==> src/rtl/inputbuf_rd_pkg.sv <==
// rtl/inputbuf_rd_pkg.sv - shared constants, FSM states and frame-length helper
// Purpose: frame lengths for the two writer modes, read FSM encoding.
// Ports: none (package).
package inputbuf_rd_pkg;

  localparam int unsigned FRAME_LEN_M1 = 3;
  localparam int unsigned FRAME_LEN_M0 = 4;

  typedef enum logic {
    IDLE = 1'b0,
    SEND = 1'b1
  } state_t;

  // mode=1 selects the 3-word (mod-3) frame, mode=0 the 4-word frame
  function automatic int unsigned frame_len(input logic mode);
    return mode ? FRAME_LEN_M1 : FRAME_LEN_M0;
  endfunction

endpackage

==> src/rtl/inputbuf_rd_if.sv <==
// rtl/inputbuf_rd_if.sv - write/commit inputs and framed output stream bundle
// Purpose: groups the writer-side and consumer-side signals of inputbuf_rd.
// Ports (signals): mode, wr_en, wr_addr, wr_data, wr_commit, out_ready (to buffer);
//                  out_data, out_valid, out_last, bank_full, ovf (from buffer).
interface inputbuf_rd_if #(
  parameter int DATA_W    = 16,
  parameter int ADDR_BITS = 2
);
  logic                 mode;
  logic                 wr_en;
  logic [ADDR_BITS-1:0] wr_addr;
  logic [DATA_W-1:0]    wr_data;
  logic                 wr_commit;
  logic [DATA_W-1:0]    out_data;
  logic                 out_valid;
  logic                 out_ready;
  logic                 out_last;
  logic [1:0]           bank_full;
  logic                 ovf;

  modport master (
    output mode, wr_en, wr_addr, wr_data, wr_commit, out_ready,
    input  out_data, out_valid, out_last, bank_full, ovf
  );

  modport slave (
    input  mode, wr_en, wr_addr, wr_data, wr_commit, out_ready,
    output out_data, out_valid, out_last, bank_full, ovf
  );
endinterface

==> src/rtl/inputbuf_rd_ctr.sv <==
// rtl/inputbuf_rd_ctr.sv - read-index counter with terminal-count flag
// Purpose: word index within the frame being streamed.
// Ports: clk, r (sync reset), clear (restart at 0), en (advance),
//        len (frame length), q (index), tc (q == len-1).
module inputbuf_rd_ctr #(
  parameter int W = 2
) (
  input  logic         clk,
  input  logic         r,
  input  logic         clear,
  input  logic         en,
  input  logic [W:0]   len,
  output logic [W-1:0] q,
  output logic         tc
);

  localparam logic [W:0] ONE = (W+1)'(1);

  always_ff @(posedge clk) begin
    if (r || clear) begin
      q <= '0;
    end else if (en) begin
      q <= q + W'(1);
    end
  end

  assign tc = ({1'b0, q} == (len - ONE));

endmodule

==> src/rtl/inputbuf_rd.sv <==
// rtl/inputbuf_rd.sv - ping-pong frame buffer read side with valid/ready output
// Purpose: two banks filled by the mod-3/mod-4 writer, each committed frame
//          streamed out serially with a last-word flag.
// Ports: clk, r (sync active-high reset), bus (inputbuf_rd_if.slave):
//        mode, wr_en/wr_addr/wr_data, wr_commit, out_data/out_valid/out_ready/
//        out_last, bank_full, ovf.
import inputbuf_rd_pkg::*;

module inputbuf_rd #(
  parameter int DATA_W    = 16,
  parameter int ADDR_BITS = 2
) (
  input  logic          clk,
  input  logic          r,
  inputbuf_rd_if.slave  bus
);

  localparam int DEPTH = 1 << ADDR_BITS;
  localparam int LW    = ADDR_BITS + 1;

  state_t state, state_nx;

  logic                  wr_bank;
  logic                  rd_bank;
  logic [1:0]            bank_full;
  logic [1:0]            bank_full_nx;
  logic                  ovf_q;
  logic                  mode_q;
  logic [DATA_W-1:0]     mem [2][DEPTH];

  logic [ADDR_BITS-1:0]  rd_cnt;
  logic                  tc;
  logic [LW-1:0]         len;

  logic valid;
  logic fire;
  logic last_fire;
  logic start;
  logic restart;
  logic commit_ok;

  assign len       = LW'(frame_len(mode_q));
  assign commit_ok = bus.wr_commit && !bank_full[wr_bank];

  inputbuf_rd_ctr #(.W(ADDR_BITS)) u_ctr (
    .clk   (clk),
    .r     (r),
    .clear (start || last_fire),
    .en    (fire && !tc),
    .len   (len),
    .q     (rd_cnt),
    .tc    (tc)
  );

  always_comb begin
    state_nx  = state;
    valid     = 1'b0;
    fire      = 1'b0;
    last_fire = 1'b0;
    start     = 1'b0;
    restart   = 1'b0;
    case (state)
      IDLE: begin
        if (bank_full[rd_bank]) begin
          start    = 1'b1;
          state_nx = SEND;
        end
      end
      SEND: begin
        valid     = 1'b1;
        fire      = bus.out_ready;
        last_fire = bus.out_ready && tc;
        if (last_fire) begin
          // other bank already waiting: restart in place, no idle bubble
          if (bank_full[~rd_bank]) begin
            restart = 1'b1;
          end else begin
            state_nx = IDLE;
          end
        end
      end
      default: state_nx = IDLE;
    endcase
  end

  // set and clear never hit the same bank: a commit needs an empty bank,
  // a final read needs a full one
  always_comb begin
    bank_full_nx = bank_full;
    if (commit_ok) bank_full_nx[wr_bank] = 1'b1;
    if (last_fire) bank_full_nx[rd_bank] = 1'b0;
  end

  always_ff @(posedge clk) begin
    if (r) begin
      state     <= IDLE;
      wr_bank   <= 1'b0;
      rd_bank   <= 1'b0;
      bank_full <= 2'b00;
      ovf_q     <= 1'b0;
      mode_q    <= 1'b0;
    end else begin
      state     <= state_nx;
      bank_full <= bank_full_nx;
      ovf_q     <= bus.wr_commit && bank_full[wr_bank];
      if (commit_ok) wr_bank <= ~wr_bank;
      if (last_fire) rd_bank <= ~rd_bank;
      if (start || restart) mode_q <= bus.mode;
    end
  end

  always_ff @(posedge clk) begin
    if (bus.wr_en && !bank_full[wr_bank]) begin
      mem[wr_bank][bus.wr_addr] <= bus.wr_data;
    end
  end

  assign bus.out_valid = valid;
  assign bus.out_data  = valid ? mem[rd_bank][rd_cnt] : '0;
  assign bus.out_last  = valid && tc;
  assign bus.bank_full = bank_full;
  assign bus.ovf       = ovf_q;

endmodule

==> src/flat_wrapper.sv <==
// flat-port wrapper written by rule: the top's interface ports become plain ports
module inputbuf_rd_flat 
#(
  parameter int DATA_W    = 16,
  parameter int ADDR_BITS = 2
)
  (clk, r, bus_mode, bus_wr_en, bus_wr_addr, bus_wr_data, bus_wr_commit, bus_out_ready, bus_out_data, bus_out_valid, bus_out_last, bus_bank_full, bus_ovf);
  inputbuf_rd_if #(.DATA_W(DATA_W), .ADDR_BITS(ADDR_BITS)) bus_i ();
  input  logic clk;
  input  logic r;
  input wire logic [$bits(bus_i.mode)-1:0] bus_mode;
  input wire logic [$bits(bus_i.wr_en)-1:0] bus_wr_en;
  input wire logic [$bits(bus_i.wr_addr)-1:0] bus_wr_addr;
  input wire logic [$bits(bus_i.wr_data)-1:0] bus_wr_data;
  input wire logic [$bits(bus_i.wr_commit)-1:0] bus_wr_commit;
  input wire logic [$bits(bus_i.out_ready)-1:0] bus_out_ready;
  output wire logic [$bits(bus_i.out_data)-1:0] bus_out_data;
  output wire logic [$bits(bus_i.out_valid)-1:0] bus_out_valid;
  output wire logic [$bits(bus_i.out_last)-1:0] bus_out_last;
  output wire logic [$bits(bus_i.bank_full)-1:0] bus_bank_full;
  output wire logic [$bits(bus_i.ovf)-1:0] bus_ovf;
  assign bus_i.mode = bus_mode;
  assign bus_i.wr_en = bus_wr_en;
  assign bus_i.wr_addr = bus_wr_addr;
  assign bus_i.wr_data = bus_wr_data;
  assign bus_i.wr_commit = bus_wr_commit;
  assign bus_i.out_ready = bus_out_ready;
  assign bus_out_data = bus_i.out_data;
  assign bus_out_valid = bus_i.out_valid;
  assign bus_out_last = bus_i.out_last;
  assign bus_bank_full = bus_i.bank_full;
  assign bus_ovf = bus_i.ovf;
  inputbuf_rd #(.DATA_W(DATA_W), .ADDR_BITS(ADDR_BITS)) u_core (.clk(clk), .r(r), .bus(bus_i));
endmodule
==> config.mk <==
export PLATFORM = sky130hd
export DESIGN_NAME = inputbuf_rd_flat
export DESIGN_NICKNAME = d
export VERILOG_FILES = /design/src/rtl/inputbuf_rd_pkg.sv /design/src/rtl/inputbuf_rd_if.sv /design/src/rtl/inputbuf_rd_ctr.sv /design/src/rtl/inputbuf_rd.sv /design/src/flat_wrapper.sv
export SDC_FILE = /design/constraint.sdc
export NUM_CORES = 1
export LEC_CHECK = 0
export ABC_AREA = 1
export BUFFER_PORTS_ARGS = -buffer_cell sky130_fd_sc_hd__buf_4
export CORE_AREA = 10 10 136 138
export CTS_BUF_LIST = sky130_fd_sc_hd__clkbuf_8
export CTS_CLUSTER_DIAMETER = 30
export DETAILED_ROUTE_END_ITERATION = 8
export DIE_AREA = 0 0 146 148
export MAX_ROUTING_LAYER = met4
export SLEW_MARGIN = 15
export SYNTH_ARGS = -nofsm -noshare
export SYNTH_HDL_FRONTEND = slang
export SYNTH_HIERARCHICAL = 1
export SYNTH_SLANG_ARGS = --single-unit
==> constraint.sdc <==
create_clock -name clk -period 2.6 [get_ports clk]
set_clock_uncertainty 0.15 [all_clocks]
set_input_delay 0.26 -clock clk [delete_from_list [all_inputs] [get_ports clk]]
set_output_delay 0.26 -clock clk [all_outputs]
set_load 0.02 [all_outputs]
==> results.yml, run 1 <==
pwr:
  switching_fraction_of_total_power: 0.2394
  clock_power_share: 0.368
  vdd_ir_drop_max_mv: 0.4386
  seq_power_share: 0.547
  p_int_mw: 3.477
  comb_power_share: 0.085
  total_power_mw: 4.571
  netSwitchingPower_mw: 1.094
  power_per_cell_area_nw_per_um2: 624.0
  p_leak_nw: 3.249
routing:
  drt-pass1-iter-count: 5
  totalWireLength_um: 13280
  antenna_violating_nets_post_route: 0
  routed_wire_length_per_instance_um: 13.98
  viasPerCell: 4.518
  detailed_router_s_first_iteration_violation_count: 324
  routed-via-count: 4292
  detail_route.drc_violations: 0
die:
  core_um2: 15710
  initial_core_util: 0.3953
  ioPinCount: 45
  rows: 46
  chipHeight_um: 148
  fp.dieW_um: 146
  fp.dieArea_um2: 21610
finish:
  final.fill_count: 1460
  register_area_um2: 4045
  stdcell_area_um2: 7326
  share_of_final_layout_standard_cells_stronger_than_drive_strength_1: 0.1294
  area.growth.synth_to_final_pct: 17.95
  final_nets: 746
  num_antenna_cells: 0
  multi_input_comb_area_um2: 1404
placed_design:
  post_place_cell_area_um2: 6738
  preCtsSetupSlack_ps: 556.0
  hpwlAfterDp_um: 8014
  gp_congestion: 0.8179
  port_buffers: 44
logic_synthesis:
  synth.avg_cell_area_um2: 9.600
  synth_cell_type_count: 21
  synth_fp_nets: 672
  synth_simple_gate_area_share: 0.2115
  synthCells: 647
  synthesis.yosys.warnings: 6
  post_synth_design_cell_area_um2: 6211
  post_synth_mux_area_share: 0
  seq_area_frac_synth: 0.6511
  synth-seq-cells: 138
  synth-adder-area-share: 0.002015
  synth_xor_xnor_area_share: 0.001410
  main_combinational_cell_family_by_area_after_synthesis: "simple AND/OR/NAND/NOR gates"
  share_of_the_synthesized_area_in_compound_gates_ao_oa_aoi_oai: 0.01108
timing:
  slew_headroom: 0.6535
  rsz0062_at_grt: "no"
  timing.final.setup_violations: 0
  slew_violations: 0
  holdWs_ps: 82.53
  tns_ps: 0
  fin_crit_sh: 0.8905
  worstMarginPinSlew_ps: 519.1
  fmaxAchievable_mhz: 431.9
  layout_setup_ws_ps: 284.6
  hold_viol: 0
  fin_crit_ps: 2315
clock_network:
  tritoncts: "built"
  clkSlewWorstSetupHoldPaths_ps: 80
  clkSinkCount: 138
  cts_inserted_buffers: 17
  worstSkewPairLatency_ps: 450
  cts.htree.levels: 4
  cts_root_buf: "sky130_fd_sc_hd__clkbuf_8"
  clk_path_buf_depth: 2
worst_setup_path:
  timing.critical_path.buf_inv: 2
  critPathArrivalTime_ps: 1910
  crit_top_cell: "sky130_fd_sc_hd__nand3_1"
  critical_path_cell_count: 6
  r2r.worst_path.cells: 14
  worst_path_dominant_cell_family: "buffers and inverters"
  crit_path_start_kind: "flip-flop"
  crit_path_capture_type: "output pin"
  crit_path_cells: "clkinv_2 -> nand3_1 -> nand3_1 -> nand2_1 -> nor2_1 -> buf_4"
  timing.critical_path.from: "u_core/u_ctr/q[0]"
  rrSetupSlack_ps: 540
  critical_path.slowest_cell: "sky130_fd_sc_hd__clkinv_2"
  setup.worst_path.end: "bus_out_data[11]"
  worst_ep_required_time_ps: 2190
  worst-setup-path-type: "reg2out"
  critical_path.max_stage_delay_ps: 430
  crit-reg2reg-capture: "u_core/u_ctr/q[0]"
  critical_path.max_fanout: 32
  rr_startpoint: "u_core/mode_q"
global_routing:
  grt_util_all_layers: 0.1324
  grt_pass1_wl_um: 21570
  antenna_found_initial: 0
  grt_max_degree: 34
  globalRouteOverflowTotal: 0
  grt_pass1_vias: 4211
outcome:
  run_status: "finished, final reports clean"
worst_hold_path:
  timing.hold.worst.class: "in2reg"
  min_delay_path_depth: 4
flow_run:
  max_cap_viol_count: 0
## synth_stat cells
cell,instances,area (um2)
sky130_fd_sc_hd__ha_1,1,12.51
sky130_fd_sc_hd__nand4_1,4,25.02
sky130_fd_sc_hd__dfxtp_1,10,200.2
sky130_fd_sc_hd__buf_1,2,7.510
sky130_fd_sc_hd__clkinv_2,1,5.000
sky130_fd_sc_hd__xor2_1,1,8.760
sky130_fd_sc_hd__clkbuf_1,1,3.750
sky130_fd_sc_hd__nor3_1,1,5.000
sky130_fd_sc_hd__o21ai_2,1,8.760
sky130_fd_sc_hd__buf_2,9,45.04
sky130_fd_sc_hd__inv_1,146,548.0
sky130_fd_sc_hd__nor2_1,48,180.2
sky130_fd_sc_hd__buf_4,3,22.52
sky130_fd_sc_hd__edfxtp_1,128,3844
sky130_fd_sc_hd__nand2_1,182,683.2
sky130_fd_sc_hd__buf_6,11,123.9
sky130_fd_sc_hd__inv_2,1,3.750
sky130_fd_sc_hd__clkinv_1,1,3.750
sky130_fd_sc_hd__o21ai_0,6,30.03
sky130_fd_sc_hd__nand3_1,84,420.4
sky130_fd_sc_hd__a21oi_1,6,30.03
## layout by cell type (no fill, tap or decap), drive strengths merged
master         n
nand3         84
nand2        182
inv          149
dlygate4sd3   20
buf           61
a21oi          6
edfxtp       128
nor2          48
ha             1
dfxtp         10
clkinv         8
xor2           1
clkbuf        17
bufinv         2
o21ai          7
nand4          4
clkinvlp       5
nor3           1
## registers in the layout, summed over array words and instances, names as in the netlist, named ones only
register	cells
u_core/wr_bank	1
u_core/u_ctr/q	2
u_core/state	1
u_core/mode_q	1
u_core/bus.bank_full	2
u_core/bus.ovf	1
u_core/rd_bank	1
u_core/mem	128
## repair_timing
action | 4_1_cts | 5_1_grt
setup buffers | 0 | 0
resized for setup | 0 | 0
endpoints found under the hold margin | 138 | 0
hold buffers | 20 | 0
## per-stage QoR
step | utilization | cells
after floorplan | - | 647
after global placement | 0.4288 | 898
after detailed placement | 0.4288 | 898
after CTS | 0.4662 | 950
after global routing | 0.4662 | 950
final | 0.4662 | 950
## cells by family (layout without fill, tap and decap cells)
| family | after synthesis | after routing |
|---|---|---|
| buf+inv | 175 | 262 |
| fa+ha+maj | 1 | 1 |
| flops | 138 | 138 |
| compound gates | 13 | 13 |
| xor+xnor | 1 | 1 |
| simple gates | 319 | 319 |
## metal layers
metal  GRT usage  vias up  routed length, um
li1            -     2169                  -
met1      0.1604     1995               5798
met2      0.2086      122               6428
met3     0.03480        6                961
met4     0.05155        0                 95
met5           -        -                  0
## area by class of cell
| type | instances | share of cell area |
|---|---|---|
| flip-flops and latches | 138 | 0.5522 |
| multi-input cells | 334 | 0.1916 |
| repair buffers | 81 | 0.08984 |
| inverters | 149 | 0.07652 |
| well taps | 216 | 0.03689 |
| clock buffers | 17 | 0.03194 |
| clock inverters | 15 | 0.02101 |
## worst register-to-register path, cell delays in order (launching register included)
cell,delay (ps)
sky130_fd_sc_hd__dfxtp_1,370
sky130_fd_sc_hd__inv_1,70
sky130_fd_sc_hd__ha_1,310
sky130_fd_sc_hd__inv_1,70
sky130_fd_sc_hd__nand2_1,50
sky130_fd_sc_hd__nand2_1,70
sky130_fd_sc_hd__nand2_1,60
sky130_fd_sc_hd__nor2_1,160
sky130_fd_sc_hd__nand2_1,100
sky130_fd_sc_hd__nor2_1,180
sky130_fd_sc_hd__inv_1,110
sky130_fd_sc_hd__nand2_1,80
sky130_fd_sc_hd__nor2_1,50
sky130_fd_sc_hd__o21ai_0,70
sky130_fd_sc_hd__nor2_1,60
## power groups by stage
stage               Sequential [mW]  Combinational, mW  Clock (mW)
floorplan                      2.55              0.210           0
global placement               2.55              0.362           0
detailed placement             2.55              0.371           0
CTS                            2.50              0.398        1.73
global route                   2.50              0.439        1.84
finish                         2.50              0.389        1.68
## how the worst min path moves through the flow
| stage | slack [ps] | start | endpoint |
|---|---|---|---|
| final | 80 | bus_out_ready | u_core/state |
| after global routing | 90 | bus_out_ready | u_core/u_ctr/q[0] |
| after CTS | 50 | bus_out_ready | u_core/state |
| after detailed placement | 330 | r | u_core/wr_bank |
| after global placement | 320 | r | u_core/wr_bank |
| after floorplan | 180 | r | u_core/state |
Power figures use the tool's default switching activity.
==> run 2: changes to the inputs <==
- CTS_BUF_LIST: sky130_fd_sc_hd__clkbuf_8 -> sky130_fd_sc_hd__clkbuf_2 sky130_fd_sc_hd__clkbuf_4 sky130_fd_sc_hd__clkbuf_8
- CTS_CLUSTER_SIZE: unset -> 16
- SETUP_SLACK_MARGIN: unset -> 0.3
==> run 2 against run 1 <==
  * Routed wire length rose by 0.87%
  * Critical path depth is 4 higher
  * Worst setup slack improved by 130 ps
  * Final area rose by 0.31%
  * Via count about the same
  * Clock power about the same
  * Non-clock buffer count rose by 1
  * Combinational power increased by 1%
  * Power increased by 0.69%
  * Fmax up 6.1%
  * Critical endpoint is now bus_out_last
  * Largest cell class unchanged
  * Largest power group unchanged
  * Highest routed layer unchanged
==> results.yml, run 2 (synthesized netlist as in run 1, its figures left out) <==
worst_setup_path:
  crit_path_cells: "inv_1 -> ha_1 -> inv_1 -> nand2_1 -> nand2_1 -> nand2_1 -> nor2_2 -> nand2_1 -> inv_1 -> buf_4"
  crit_top_cell: "sky130_fd_sc_hd__nand2_1"
  critPathArrivalTime_ps: 1770
  critical_path.max_stage_delay_ps: 340
  crit_path_capture_type: "output pin"
  worst_ep_required_time_ps: 2190
  critical_path.max_fanout: 3
  r2r.worst_path.cells: 14
  worst_path_dominant_cell_family: "simple AND/OR/NAND/NOR gates"
  rrSetupSlack_ps: 630
  timing.critical_path.buf_inv: 4
  rr_startpoint: "u_core/mode_q"
  crit-reg2reg-capture: "u_core/u_ctr/q[0]"
  crit_path_start_kind: "flip-flop"
  worst-setup-path-type: "reg2out"
  critical_path.slowest_cell: "sky130_fd_sc_hd__dfxtp_2"
pwr:
  power_per_cell_area_nw_per_um2: 626.3
  vdd_ir_drop_max_mv: 0.4390
  p_leak_nw: 3.257
routing:
  antenna_violating_nets_post_route: 0
  detailed_router_s_first_iteration_violation_count: 345
  drt-pass1-iter-count: 4
  detail_route.drc_violations: 0
  totalWireLength_um: 13400
  routed-via-count: 4290
  routed_wire_length_per_instance_um: 14.09
  viasPerCell: 4.511
finish:
  final_nets: 747
  area.growth.synth_to_final_pct: 18.31
  number_of_flip_flops_in_the_largest_register: 128
  most_frequent_standard_cell_in_the_layout_excluding_fill_and_tap_cells: "sky130_fd_sc_hd__nand2_1"
  commonest_cells_after_routing_fill_and_taps_aside: "sky130_fd_sc_hd__nand2_1 (182), sky130_fd_sc_hd__inv_1 (146), sky130_fd_sc_hd__edfxtp_1 (128)"
  stdcell_area_um2: 7348
  share_of_final_layout_standard_cells_stronger_than_drive_strength_1: 0.1347
  num_antenna_cells: 0
  registers.top_by_ff_count: "u_core/mem"
  biggestRegsByFlops: "u_core/mem: 128 flops, u_core/bus.bank_full: 2 flops, u_core/u_ctr/q: 2 flops"
  instances_no_fill: 951
placed_design:
  post_place_cell_area_um2: 6738
  port_buffers: 44
  hpwlAfterDp_um: 8014
  dp.cells: 898
  preCtsSetupSlack_ps: 556.0
  gp_congestion: 0.8179
timing:
  hold_viol: 0
  layout_setup_ws_ps: 418.3
  timing.final.setup_violations: 0
  slew_headroom: 0.7188
  fmaxAchievable_mhz: 458.4
  fin_crit_sh: 0.8391
  slew_violations: 0
  fin_crit_ps: 2182
  tns_ps: 0
  rsz0062_at_grt: "yes"
  worstMarginPinSlew_ps: 421.7
global_routing:
  antenna_found_initial: 0
  grt_max_degree: 34
  globalRouteOverflowTotal: 0
  grt_pass1_wl_um: 21600
  grt_pass1_vias: 4204
  grt_util_all_layers: 0.1325
die:
  chipHeight_um: 148
  core_um2: 15710
  fp.dieArea_um2: 21610
  rows: 46
  initial_core_util: 0.3953
  fp.dieW_um: 146
  ioPinCount: 45
clock_network:
  tritoncts: "built"
  cts_root_buf: "sky130_fd_sc_hd__clkbuf_8"
  clkSinkCount: 138
  clk_path_buf_depth: 2
  clkSlewWorstSetupHoldPaths_ps: 80
  worstSkewPairLatency_ps: 450
  cts_inserted_buffers: 17
  cts.htree.levels: 4
flow_run:
  max_cap_viol_count: 0
worst_hold_path:
  holdCritStartpoint: "bus_out_ready"
  timing.hold.worst.class: "in2reg"
  worstHoldEndpoint: "u_core/state"
  min_delay_path_depth: 4
outcome:
  run_status: "finished, final reports clean"
[run 2: worst max path at each step]
stage / startpoint / endpoint / slack (ps) / depth (start not counted)
after CTS: u_core/mode_q / bus_out_last / 310 / 10
after floorplan: u_core/wr_bank / u_core/mem[0][0] / 600 / 4
after detailed placement: u_core/mode_q / u_core/u_ctr/q[0] / 560 / 14
after global routing: flip-flop / bus_out_data[8] / 260 / 7
after global placement: u_core/mode_q / u_core/u_ctr/q[0] / 710 / 14
final: u_core/mode_q / bus_out_last / 420 / 10
[run 2: worst reg2reg max path, stage by stage, from the launching register on]
cell,delay [ps]
sky130_fd_sc_hd__dfxtp_2,340
sky130_fd_sc_hd__inv_1,50
sky130_fd_sc_hd__ha_1,310
sky130_fd_sc_hd__inv_1,70
sky130_fd_sc_hd__nand2_1,50
sky130_fd_sc_hd__nand2_1,70
sky130_fd_sc_hd__nand2_1,70
sky130_fd_sc_hd__nor2_2,120
sky130_fd_sc_hd__nand2_1,90
sky130_fd_sc_hd__nor2_1,180
sky130_fd_sc_hd__inv_1,110
sky130_fd_sc_hd__nand2_1,80
sky130_fd_sc_hd__nor2_1,50
sky130_fd_sc_hd__o21ai_0,70
sky130_fd_sc_hd__nor2_1,60
[run 2: power breakdown]
group	total [mW]	leakage (nW)	switching [mW]	internal (mW)
sequential	2.50	1.24	0.0184	2.48
clock	1.71	0.182	0.848	0.862
combinational	0.394	1.83	0.243	0.152
total	4.60	3.26	1.11	3.49
[run 2: routing by layer]
metal	GRT usage	vias to the layer above	share of wire
li1	-	2170	-
met1	0.1606	2010	0.45
met2	0.2089	106	0.48
met3	0.03480	4	0.062
met4	0.05155	0	0.0058
met5	-	-	0
[run 2: repair_timing]
item	CTS	global route
setup buffers	0	1
gates resized for setup	2	2
hold buffers	20	0
hold endpoints to repair	138	0
setup endpoints to repair	17	8
[run 2: final cells by class]
cell class | count | area [um2]
sequential | 138 | 4046
fill | 1457 | 8364
clock inverter | 14 | 150.1
timing repair buffer | 82 | 669.4
inverter | 149 | 564.3
clock buffer | 18 | 241.5
tap | 216 | 270.3
multi-input combinational | 334 | 1406
[run 2: through the flow]
| step | power [mW] | util | hold slack (ps) |
|---|---|---|---|
| final | 4.602 | 0.4677 | 77.53 |
| after global routing | 4.806 | 0.4677 | 88.79 |
| after CTS | 4.650 | 0.4669 | 49.72 |
| after detailed placement | 2.920 | 0.4288 | 326.0 |
| after global placement | 2.909 | 0.4288 | 322.3 |
| after floorplan | 2.761 | - | 179.1 |
